## config.mk

```make
export PLATFORM = sky130hd
export DESIGN_NAME = insn_decode_stage
export DESIGN_NICKNAME = d
export VERILOG_FILES = /design/src/rtl/insn_decode_stage.sv
export SDC_FILE = /design/constraint.sdc
export NUM_CORES = 1
export LEC_CHECK = 0
export ABC_CLOCK_PERIOD_IN_PS = 7250
export CORE_MARGIN = 2
export CORE_UTILIZATION = 43
export CTS_CLUSTER_DIAMETER = 120
export DETAILED_ROUTE_END_ITERATION = 10
export PLACE_DENSITY = 0.71
export SETUP_SLACK_MARGIN = 0.5
export SKIP_CTS_REPAIR_TIMING = 1
export SLEW_MARGIN = 10
export SYNTH_ARGS = -nofsm -noshare
export SYNTH_HDL_FRONTEND = slang
export SYNTH_SLANG_ARGS = --single-unit
```

## constraint.sdc

```tcl
create_clock -name clk -period 7.25 [get_ports clk]
set_clock_uncertainty 0.05 [all_clocks]
set_input_delay 1.45 -clock clk [delete_from_list [all_inputs] [get_ports clk]]
set_output_delay 1.45 -clock clk [all_outputs]
set_load 0.03 [all_outputs]
```

## src/rtl/insn_decode_stage.sv

```systemverilog
// RV32I decode stage: combinational opcode classification, registered result
// behind a two-entry skid buffer, plus a saturating illegal-instruction counter.
module insn_decode_stage #(
  parameter int TAG_W = 32,
  parameter bit EN_M  = 1'b0,
  parameter int CNT_W = 16
) (
  input  logic             clk,
  input  logic             rst,
  input  logic             in_valid,
  output logic             in_ready,
  input  logic [31:0]      in_insn,
  input  logic [TAG_W-1:0] in_tag,
  output logic             out_valid,
  input  logic             out_ready,
  output logic [3:0]       out_class,
  output logic             out_illegal,
  output logic [31:0]      out_insn,
  output logic [TAG_W-1:0] out_tag,
  input  logic             flush,
  input  logic             err_clr,
  output logic [CNT_W-1:0] illegal_cnt,
  output logic             err_sticky
);

  typedef enum logic [1:0] {EMPTY, HOLD, FULL} state_t;

  state_t           state, state_nxt;
  logic [3:0]       dec_class;
  logic [31:0]      skid_insn;
  logic [TAG_W-1:0] skid_tag;
  logic [3:0]       skid_class;
  logic             accept, drain, ill_drain;
  logic [2:0]       f3;
  logic [6:0]       f7;

  assign f3 = in_insn[14:12];
  assign f7 = in_insn[31:25];

  always_comb begin
    dec_class = 4'd15;
    unique case (in_insn[6:0])
      7'b0110111: dec_class = 4'd0;
      7'b0010111: dec_class = 4'd1;
      7'b1101111: dec_class = 4'd2;
      7'b1100111: if (f3 == 3'b000) dec_class = 4'd3;
      7'b1100011: if (f3 != 3'b010 && f3 != 3'b011) dec_class = 4'd4;
      7'b0000011: if (f3 != 3'b011 && f3 != 3'b110 && f3 != 3'b111) dec_class = 4'd5;
      7'b0100011: if (f3 < 3'b011) dec_class = 4'd6;
      7'b0010011: begin
        if (f3 == 3'b001)
          dec_class = (f7 == 7'b0000000) ? 4'd7 : 4'd15;
        else if (f3 == 3'b101)
          dec_class = (f7 == 7'b0000000 || f7 == 7'b0100000) ? 4'd7 : 4'd15;
        else
          dec_class = 4'd7;
      end
      7'b0110011: begin
        if (f7 == 7'b0000000)
          dec_class = 4'd8;
        else if (f7 == 7'b0100000 && (f3 == 3'b000 || f3 == 3'b101))
          dec_class = 4'd8;
        else if (f7 == 7'b0000001 && EN_M)
          dec_class = 4'd8;
      end
      7'b0001111: if (f3 == 3'b000 || f3 == 3'b001) dec_class = 4'd9;
      7'b1110011: dec_class = 4'd10;
      default:    dec_class = 4'd15;
    endcase
  end

  assign accept    = in_valid & in_ready & ~flush;
  assign drain     = out_valid & out_ready;
  assign ill_drain = drain & out_illegal;

  always_ff @(posedge clk) begin
    if (rst) state <= EMPTY;
    else     state <= state_nxt;
  end

  always_comb begin
    state_nxt = state;
    if (flush) begin
      state_nxt = EMPTY;
    end else begin
      unique case (state)
        EMPTY: if (accept) state_nxt = HOLD;
        HOLD: begin
          if (accept && !drain)      state_nxt = FULL;
          else if (drain && !accept) state_nxt = EMPTY;
        end
        FULL:  if (drain) state_nxt = HOLD;
        default: state_nxt = EMPTY;
      endcase
    end
  end

  always_comb begin
    out_valid   = (state != EMPTY);
    in_ready    = (state != FULL);
    out_illegal = out_valid && (out_class == 4'd15);
  end

  // Output register takes fresh input when empty or when draining in HOLD;
  // FULL refills it from the skid entry so ordering is kept.
  always_ff @(posedge clk) begin
    if (rst) begin
      out_class <= 4'd15;
    end else if (!flush) begin
      if ((state == EMPTY && accept) || (state == HOLD && accept && drain)) begin
        out_insn  <= in_insn;
        out_tag   <= in_tag;
        out_class <= dec_class;
      end else if (state == FULL && drain) begin
        out_insn  <= skid_insn;
        out_tag   <= skid_tag;
        out_class <= skid_class;
      end
    end
  end

  always_ff @(posedge clk) begin
    if (state == HOLD && accept && !drain) begin
      skid_insn  <= in_insn;
      skid_tag   <= in_tag;
      skid_class <= dec_class;
    end
  end

  always_ff @(posedge clk) begin
    if (rst) begin
      illegal_cnt <= '0;
      err_sticky  <= 1'b0;
    end else if (err_clr) begin
      illegal_cnt <= ill_drain ? CNT_W'(1) : '0;
      err_sticky  <= ill_drain;
    end else if (ill_drain) begin
      if (illegal_cnt != '1) illegal_cnt <= illegal_cnt + CNT_W'(1);
      err_sticky <= 1'b1;
    end
  end

endmodule

```

Word level (Yosys, flattened, before mapping)
Index checks and enable logic that the tools add are counted.
{"block": "classes", "addsub": 1, "n_lt_le_gt_ge": 1, "n_eq_ne": 26, "muxes": 29, "n_bitwise": 6, "reduce_logical": 30}
{"op": "$mux W32", "count": 4}
{"op": "$mux W16", "count": 3}
{"op": "$pmux W4 S11", "count": 1}
{"op": "$mux W4", "count": 10}
{"op": "$eq A7 B6 Y1 const B", "count": 4}
{"op": "$eq A7 B7 Y1 const B", "count": 4}
{"op": "$add A16 B1 Y16 const B", "count": 1}
{"op": "$ne A16 B16 Y1 const B", "count": 1}
{"op": "$eq A7 B5 Y1 const B", "count": 2}
{"op": "$logic_and A1 B1 Y1", "count": 12}
{"op": "$mux W3", "count": 3}
{"op": "$ne A3 B3 Y1 const B", "count": 3}
{"op": "$mux W2", "count": 4}
{"op": "$reduce_bool A2 Y1", "count": 4}
{"op": "$eq A7 B2 Y1 const B", "count": 1}
{"op": "$eq A7 B4 Y1 const B", "count": 1}
{"op": "$logic_not A7 Y1", "count": 1}
{"op": "$ne A2 B2 Y1 const B", "count": 3}
{"op": "$ne A3 B2 Y1 const B", "count": 2}
{"op": "$pmux W2 S3", "count": 1}
{"op": "$reduce_and A3 Y1", "count": 2}
{"op": "$and A1 B1 Y1", "count": 4}
{"op": "$eq A4 B4 Y1 const B", "count": 1}
{"op": "$logic_or A1 B1 Y1", "count": 4}
{"op": "other kinds (12)", "count": 17}
{"block": "totals", "register_bits": 155, "input_bits": 70, "elab_cells": 102}

Longest topological paths before layout
Gate-level depths: netlist of the first run.
{"block": "depth", "word_depth": 8, "depth_mapped": 8}

Worst setup path before layout of the first run
Ideal clock, no wire load.
{"block": "synth_path", "path_type": "in2reg", "from": "input port flush", "to": "register skid_class[0] (enable)", "arrival_ns": 6.323, "required_time_ns": 6.622, "slack_ns": 0.300, "path_stages": 2, "path_buffers": 0, "cell_sequence": "nand2b_1 > nor3_1"}
{"block": "synth_via", "elab_chain_cells": 4}
{"element": "start: declaration", "line_no": "20", "text": "input logic flush,"}
{"element": "$not A1 Y1 (no source line)"}
{"element": "$and A1 B1 Y1", "line_no": "72", "text": "assign accept = in_valid & in_ready & ~flush;"}
{"element": "$logic_and A1 B1 Y1 (2 in a row)", "line_no": "123", "text": "if (state == HOLD && accept && !drain) begin"}
{"element": "end signal: assignment", "line_no": "126", "text": "skid_class <= dec_class;"}
{"element": "end: declaration", "line_no": "32", "text": "logic [3:0] skid_class;"}
Every way passes these cells.
A chain may end at the register's enable or synchronous reset.

Worst setup path after layout of the first run
{"block": "layout_path", "from": "input port out_ready", "to": "register out_insn[28] (enable)"}
{"block": "layout_via", "elab_chain_cells": 5, "word_cells_on_any_way": 6, "classes_between": "bitwise: 1; reduce/logical: 5"}
{"element": "start: declaration", "line_no": "15", "text": "input logic out_ready,"}
{"element": "$and A1 B1 Y1 (*)", "line_no": "73", "text": "assign drain = out_valid & out_ready;"}
{"element": "$logic_and A1 B1 Y1", "line_no": "110", "text": "if ((state == EMPTY && accept) || (state == HOLD && accept && drain)) begin"}
{"element": "$logic_or A1 B1 Y1", "line_no": "110"}
{"element": "$reduce_bool A2 Y1 (no source line) (*)"}
{"element": "$reduce_and A3 Y1 (no source line) (*)"}
{"element": "end signal: assignment", "line_no": "111", "text": "out_insn <= in_insn;"}
{"element": "end signal: assignment", "line_no": "115", "text": "out_insn <= skid_insn;"}
{"element": "end: declaration", "line_no": "18", "text": "output logic [31:0] out_insn,"}
Mark *: on every way between the ends. The rest lies on a longest branch, timed or not.

==> metrics.md, run 1 <==
| Metric | Value |
|---|---|
| IO buf count | 157 |
| #FFs+latches synth | 155 |
| Initial antenna violation count | 0 |
| Fin area | 8610 µm² |
| Die span in x | 125 µm |
| Routed vias/inst | 5.27 |
| Leakage | 2.80 nW |
| Hold Slack | 452 ps |
| DIE AREA | 15600 µm² |
| Via count | 4045 |
| Die Ht | 125 µm |
| R2R cell count | 8 |
| DR pass1 iterations | 5 |
| Crit path from | out_ready |
| ANT cells | 0 |
| GRT Residual Overflow | 0 |
| DRT iter0 DRCs | 348 |
| Worst-Margin Slew | 963 ps |
| Initial Utilization | 0.436 |
| Cells after Synth | 410 |
| Worst slack, placed | 2500 ps |
| Cell Area, Placed | 8040 µm² |
| # IOs | 158 |
| Worst R2R Start | state[1]$_SDFFE_PP0P_ |
| Deepest clock path buffer count | 2 |
| Routed WL | 13700 µm |
| Number of max-cap violations | 0 |
| Final Hold Vio Count | 0 |
| HPWL Detailed | 9010 µm |
| Req. time, crit path | 7280 ps |
| Layout cell share with drive strength beyond 1 | 0.139 |
| Async S/R FF share, synth | 0 |
| Main synth FF type | edfxtp_1 |
| Power per Cell Area | 229 nW/µm² |
| Core Box Area | 14400 µm² |
| First-pass GRT wire length | 21400 µm |
| Worst R2R End | out_insn[28]$_DFFE_PP_ |
| Setup ws final | 3340 ps |
| Mapped cell area | 6270 µm² |
| Clock Latency Late Sink | 410 ps |
| Peak VDD IR | 0.178 mV |
| Synth warnings | 0 |
| CTS Sinks | 155 |
| Crit path to | out_insn[28]$_DFFE_PP_ |
| GRT Resource Usage Total | 0.176 |
| Slew HR | 0.358 |
| Nets@finish | 642 |
| Site Rows | 44 |
| Element type at the critical path start | primary input |
| Hold Path Class | reg -> reg |
| Vias in the first global route | 3936 |
| Mean Syn Cell Area | 15.3 µm² |
| P&R area growth vs syn | 37.4% |
| R2r setup slk | 4120 ps |
| CTS root buf | clkbuf_16 |
| Final core occ | 0.599 |
| Netlist cell types | 50 |
| RSZ-0062 raised after global routing | false |
| Total negative slack | 0 ps |
| Final Critical Period | 3910 ps |
| Syn Nets | 482 |
| Critical Path End Type | flop |
| WP data arrival | 3940 ps |
| Slew Limit Fails | 0 |
| Critical path class | in -> reg |
| Avg WL per Cell | 17.8 µm |
| Max FO, Critical Path | 28 |
| Final worst path period share | 0.540 |
| Drc violations | 0 |
| Hold Path Origin | skid_class[0]$_DFFE_PP_ |
| Largest net degree at the start of global routing | 69 |
| FMAX | 256 MHz |
| # setup viols final | 0 |
| CTS buffer count | 17 |
| H-tree depth | 4 |
| Post-synth EDFFs | 132 |
| Post-route antenna net violation count | 0 |
| Clock transition at path regs | 60 ps |
| Gpl congestion | 0.805 |
| Outcome | finished clean |
| CTS tree | done |
| Register area share after synthesis | 0.706 |
-- synthesized netlist by cell type, drive strengths merged (2+ instances only) --
cell type,number,area share
a21oi,5,0.0040
o21ai,15,0.012
and2,2,0.0020
and3b,2,0.0028
nand2b,5,0.0050
inv,8,0.0048
a22oi,2,0.0024
mux2,63,0.11
nand3b,3,0.0036
and3,2,0.0020
nand3,10,0.0080
dfxtp,23,0.073
nor2,26,0.016
clkbuf,20,0.012
nand4,4,0.0040
or4,2,0.0036
nor3,8,0.0064
a21o,2,0.0024
xnor2,14,0.020
or2,2,0.0020
nor4,10,0.010
or3,3,0.0030
nor3b,4,0.0048
nand2,14,0.0084
a2111oi,2,0.0058
nor2b,3,0.0030
a221oi,2,0.0028
ha,2,0.0040
and4,5,0.0070
edfxtp,132,0.63
-- how the worst min path moves through the flow --
stage	endpoint	slack, ps	cells past startpoint
floorplan	out_class[0]$_SDFFE_PP1P_	410	2
global placement	err_sticky$_SDFFE_PP0P_	410	2
detailed placement	out_class[1]$_SDFFE_PP1P_	440	2
CTS	out_class[1]$_SDFFE_PP1P_	450	2
global route	out_class[1]$_SDFFE_PP1P_	470	2
finish	out_class[0]$_SDFFE_PP1P_	450	2
-- placed cells by master, fill, tap and decap left out, drive strengths merged, types with 11 or more instances in the layout --
cell type / n
nand2: 14
dfxtp: 23
edfxtp: 132
mux2: 63
xnor2: 14
o21ai: 15
nor2: 26
clkbuf: 19
inv: 11
clkdlybuf4s50: 157
-- final cells by class --
class	count	area [µm²]
multi-input cells	227	1760
inverters	8	30.0
flip-flops and latches	155	4420
clock inverters	13	118
clock buffers	19	433
repair buffers	161	1610
well taps	184	230
fillers	1093	5760
-- through the flow --
stage               instances  power, mW
finish                    767       1.97
global route              767       2.04
CTS                       766       1.99
detailed placement        734       1.16
global placement          734       1.16
floorplan                 410       1.08
-- flip-flops by register name, indices dropped and copies added, names as in the netlist --
register and cells:
skid_insn 32, illegal_cnt 16, state 2, out_class 4, skid_tag 32, out_insn 32, err_sticky 1, out_tag 32
skid_class 4
-- layer usage --
metal | GRT usage | vias up | share of wire
met4 | 0.0773 | 0 | 0.020
met1 | 0.230 | 1998 | 0.44
li1 | - | 1903 | -
met5 | 0 | - | 0
met2 | 0.278 | 123 | 0.49
met3 | 0.0438 | 21 | 0.050
-- logic make-up after synthesis --
kind of cell | count (synthesis) | share of synthesized area
AO/OA/AOI/OAI | 39 | 0.0437
XOR/XNOR | 15 | 0.0210
adder cells (fa/ha/maj) | 2 | 0.00399
buffers and inverters | 28 | 0.0168
flip-flops | 155 | 0.706
multiplexers | 63 | 0.113
AND/OR/NAND/NOR | 108 | 0.0956
-- power by group --
part | internal [mW] | total [mW] | switching, mW
clock | 0.474 | 0.828 | 0.354
combinational | 0.0772 | 0.156 | 0.0791
sequential | 0.981 | 0.986 | 0.00461
total | 1.53 | 1.97 | 0.438
-- critical path, cell delays in order --
cell,delay [ps]
clkdlybuf4s50_1,580
nor3b_1,580
nor2_1,250
nor2_4,420
buf_12,260
buf_4,380
Power figures use the tool's default switching activity.
==> run 2, diff against run 1 <==
Settings changed: ABC_CLOCK_PERIOD_IN_PS 7250 to 3900, PLACE_DENSITY 0.71 to 0.68.
Clock period 7.25 ns to 3.9 ns, I/O delays scaled along.
==> metrics.md, run 2 (synthesis results as in run 1) <==
| Metric | Value |
|---|---|
| Outcome | finished clean |
| Worst-Margin Slew | 673 ps |
| CP max-delay cell | or4_4 |
| CTS root buf | clkbuf_16 |
| CTS tree | done |
| Highest metal used | met4 |
| CTS buffer count | 17 |
| Peak VDD IR | 0.280 mV |
| Internal | 2.91 mW |
| CTS Sinks | 155 |
| HPWL Detailed | 9070 µm |
| ANT cells | 0 |
| Crit-path cells | clkdlybuf4s50_1 > or4_4 > a2111oi_4 > o22ai_1 > or4_4 > o31a_1 |
| Site Rows | 44 |
| Initial antenna violation count | 0 |
| Die span in x | 125 µm |
| DIE AREA | 15600 µm² |
| IO buf count | 157 |
| Total negative slack | 0 ps |
| Metal2 WL | 6720 µm |
| Comb power frac | 0.079 |
| Power per Cell Area | 426 nW/µm² |
| Fillers | 1079 |
| Max FO, Critical Path | 3 |
| Req. time, crit path | 4160 ps |
| Most frequent CP cell | or4_4 |
| Met3 wire len | 828 µm |
| GRT Residual Overflow | 0 |
| P&R area growth vs syn | 38.2% |
| Seq pwr share | 0.496 |
| Deepest clock path buffer count | 2 |
| Sw frac | 0.213 |
| Sw Pwr | 0.786 mW |
| Layout cell share with drive strength beyond 1 | 0.142 |
| GRT Resource Usage Total | 0.179 |
| Via count | 4001 |
| Gpl congestion | 0.777 |
| Core Box Area | 14400 µm² |
| Routed WL | 13600 µm |
| DRT met1 WL | 5790 µm |
| Clock transition at path regs | 60 ps |
| DRT iter0 DRCs | 292 |
| Critical path class | in -> reg |
| Avg WL per Cell | 17.7 µm |
| H-tree depth | 4 |
| Final Hold Vio Count | 0 |
| Largest net degree at the start of global routing | 65 |
| Vias in the first global route | 3970 |
| Hold Path Class | reg -> reg |
| First-pass GRT wire length | 21700 µm |
| FMAX | 358 MHz |
| Final worst path period share | 0.715 |
| Setup ws final | 1110 ps |
| Final core occ | 0.603 |
| Critical Path End Type | flop |
| Post-route antenna net violation count | 0 |
| CP peak stage delay | 590 ps |
| RSZ-0062 raised after global routing | false |
| DR pass1 iterations | 5 |
| # setup viols final | 0 |
| Most common cell after layout, fill and taps aside | clkdlybuf4s50_1 |
| Power share of the clock group | 0.425 |
| Drc violations | 0 |
| # IOs | 158 |
| Number of max-cap violations | 0 |
| Worst slack, placed | 677 ps |
| Routed vias/inst | 5.20 |
| Nets@finish | 644 |
| Slew HR | 0.550 |
| Non-filler cells, final | 769 |
| Placed Cells | 737 |
| Initial Utilization | 0.436 |
| WP data arrival | 3050 ps |
| Slew Limit Fails | 0 |
| Die Ht | 125 µm |
| Final Critical Period | 2790 ps |
| Leakage | 2.82 nW |
| Element type at the critical path start | primary input |
| Clock Latency Late Sink | 420 ps |
| Commonest cells after routing, fill and taps aside | clkdlybuf4s50_1, edfxtp_1, mux2_2 |
[run 2: cell type report]
class	instances	area [µm²]	area share
well taps	184	230	0.0266
multi-input cells	227	1760	0.204
flip-flops and latches	155	4420	0.511
repair buffers	163	1650	0.191
inverters	8	30.0	0.00347
clock inverters	12	124	0.0143
clock buffers	20	437	0.0504
[run 2: final timing paths]
path / startpoint / to / slack (ps) / depth (start not counted)
worst max register to register: state[1]$_SDFFE_PP0P_ / out_tag[22]$_DFFE_PP_ / 1240 / 7
worst max-delay path: in_insn[25] / out_class[3]$_SDFFE_PP1P_ / 1110 / 6
worst min register to register: err_sticky$_SDFFE_PP0P_ / err_sticky$_SDFFE_PP0P_ / 450 / 2
worst min-delay path: err_sticky$_SDFFE_PP0P_ / err_sticky$_SDFFE_PP0P_ / 450 / 2
[run 2: power groups by stage]
stage	registers [mW]	clock network, mW	logic, mW
after floorplan	1.91	0	0.0958
after global placement	1.87	0	0.287
after detailed placement	1.87	0	0.293
after CTS	1.83	1.61	0.295
after global routing	1.83	1.68	0.312
final	1.83	1.57	0.293
[run 2: worst max-delay path, delay by kind of cell]
| family | cells | cell delay, ps |
|---|---|---|
| AND/OR/NAND/NOR | 2 | 1110 |
| buffers and inverters | 1 | 440 |
| AO/OA/AOI/OAI | 3 | 710 |
[run 2: per-stage QoR]
stage	hold WS [ps]	power [mW]	instance area, µm²
final	451	3.69	8660
after global routing	487	3.83	8660
after CTS	451	3.74	8660
after detailed placement	441	2.16	8100
after global placement	432	2.15	8100
after floorplan	410	2.00	6290
[run 2: layer usage]
layer | GRT usage | vias up
li1 | - | 1899
met1 | 0.223 | 1927
met2 | 0.291 | 151
met3 | 0.0563 | 24
met4 | 0.0747 | 0
met5 | 0 | -
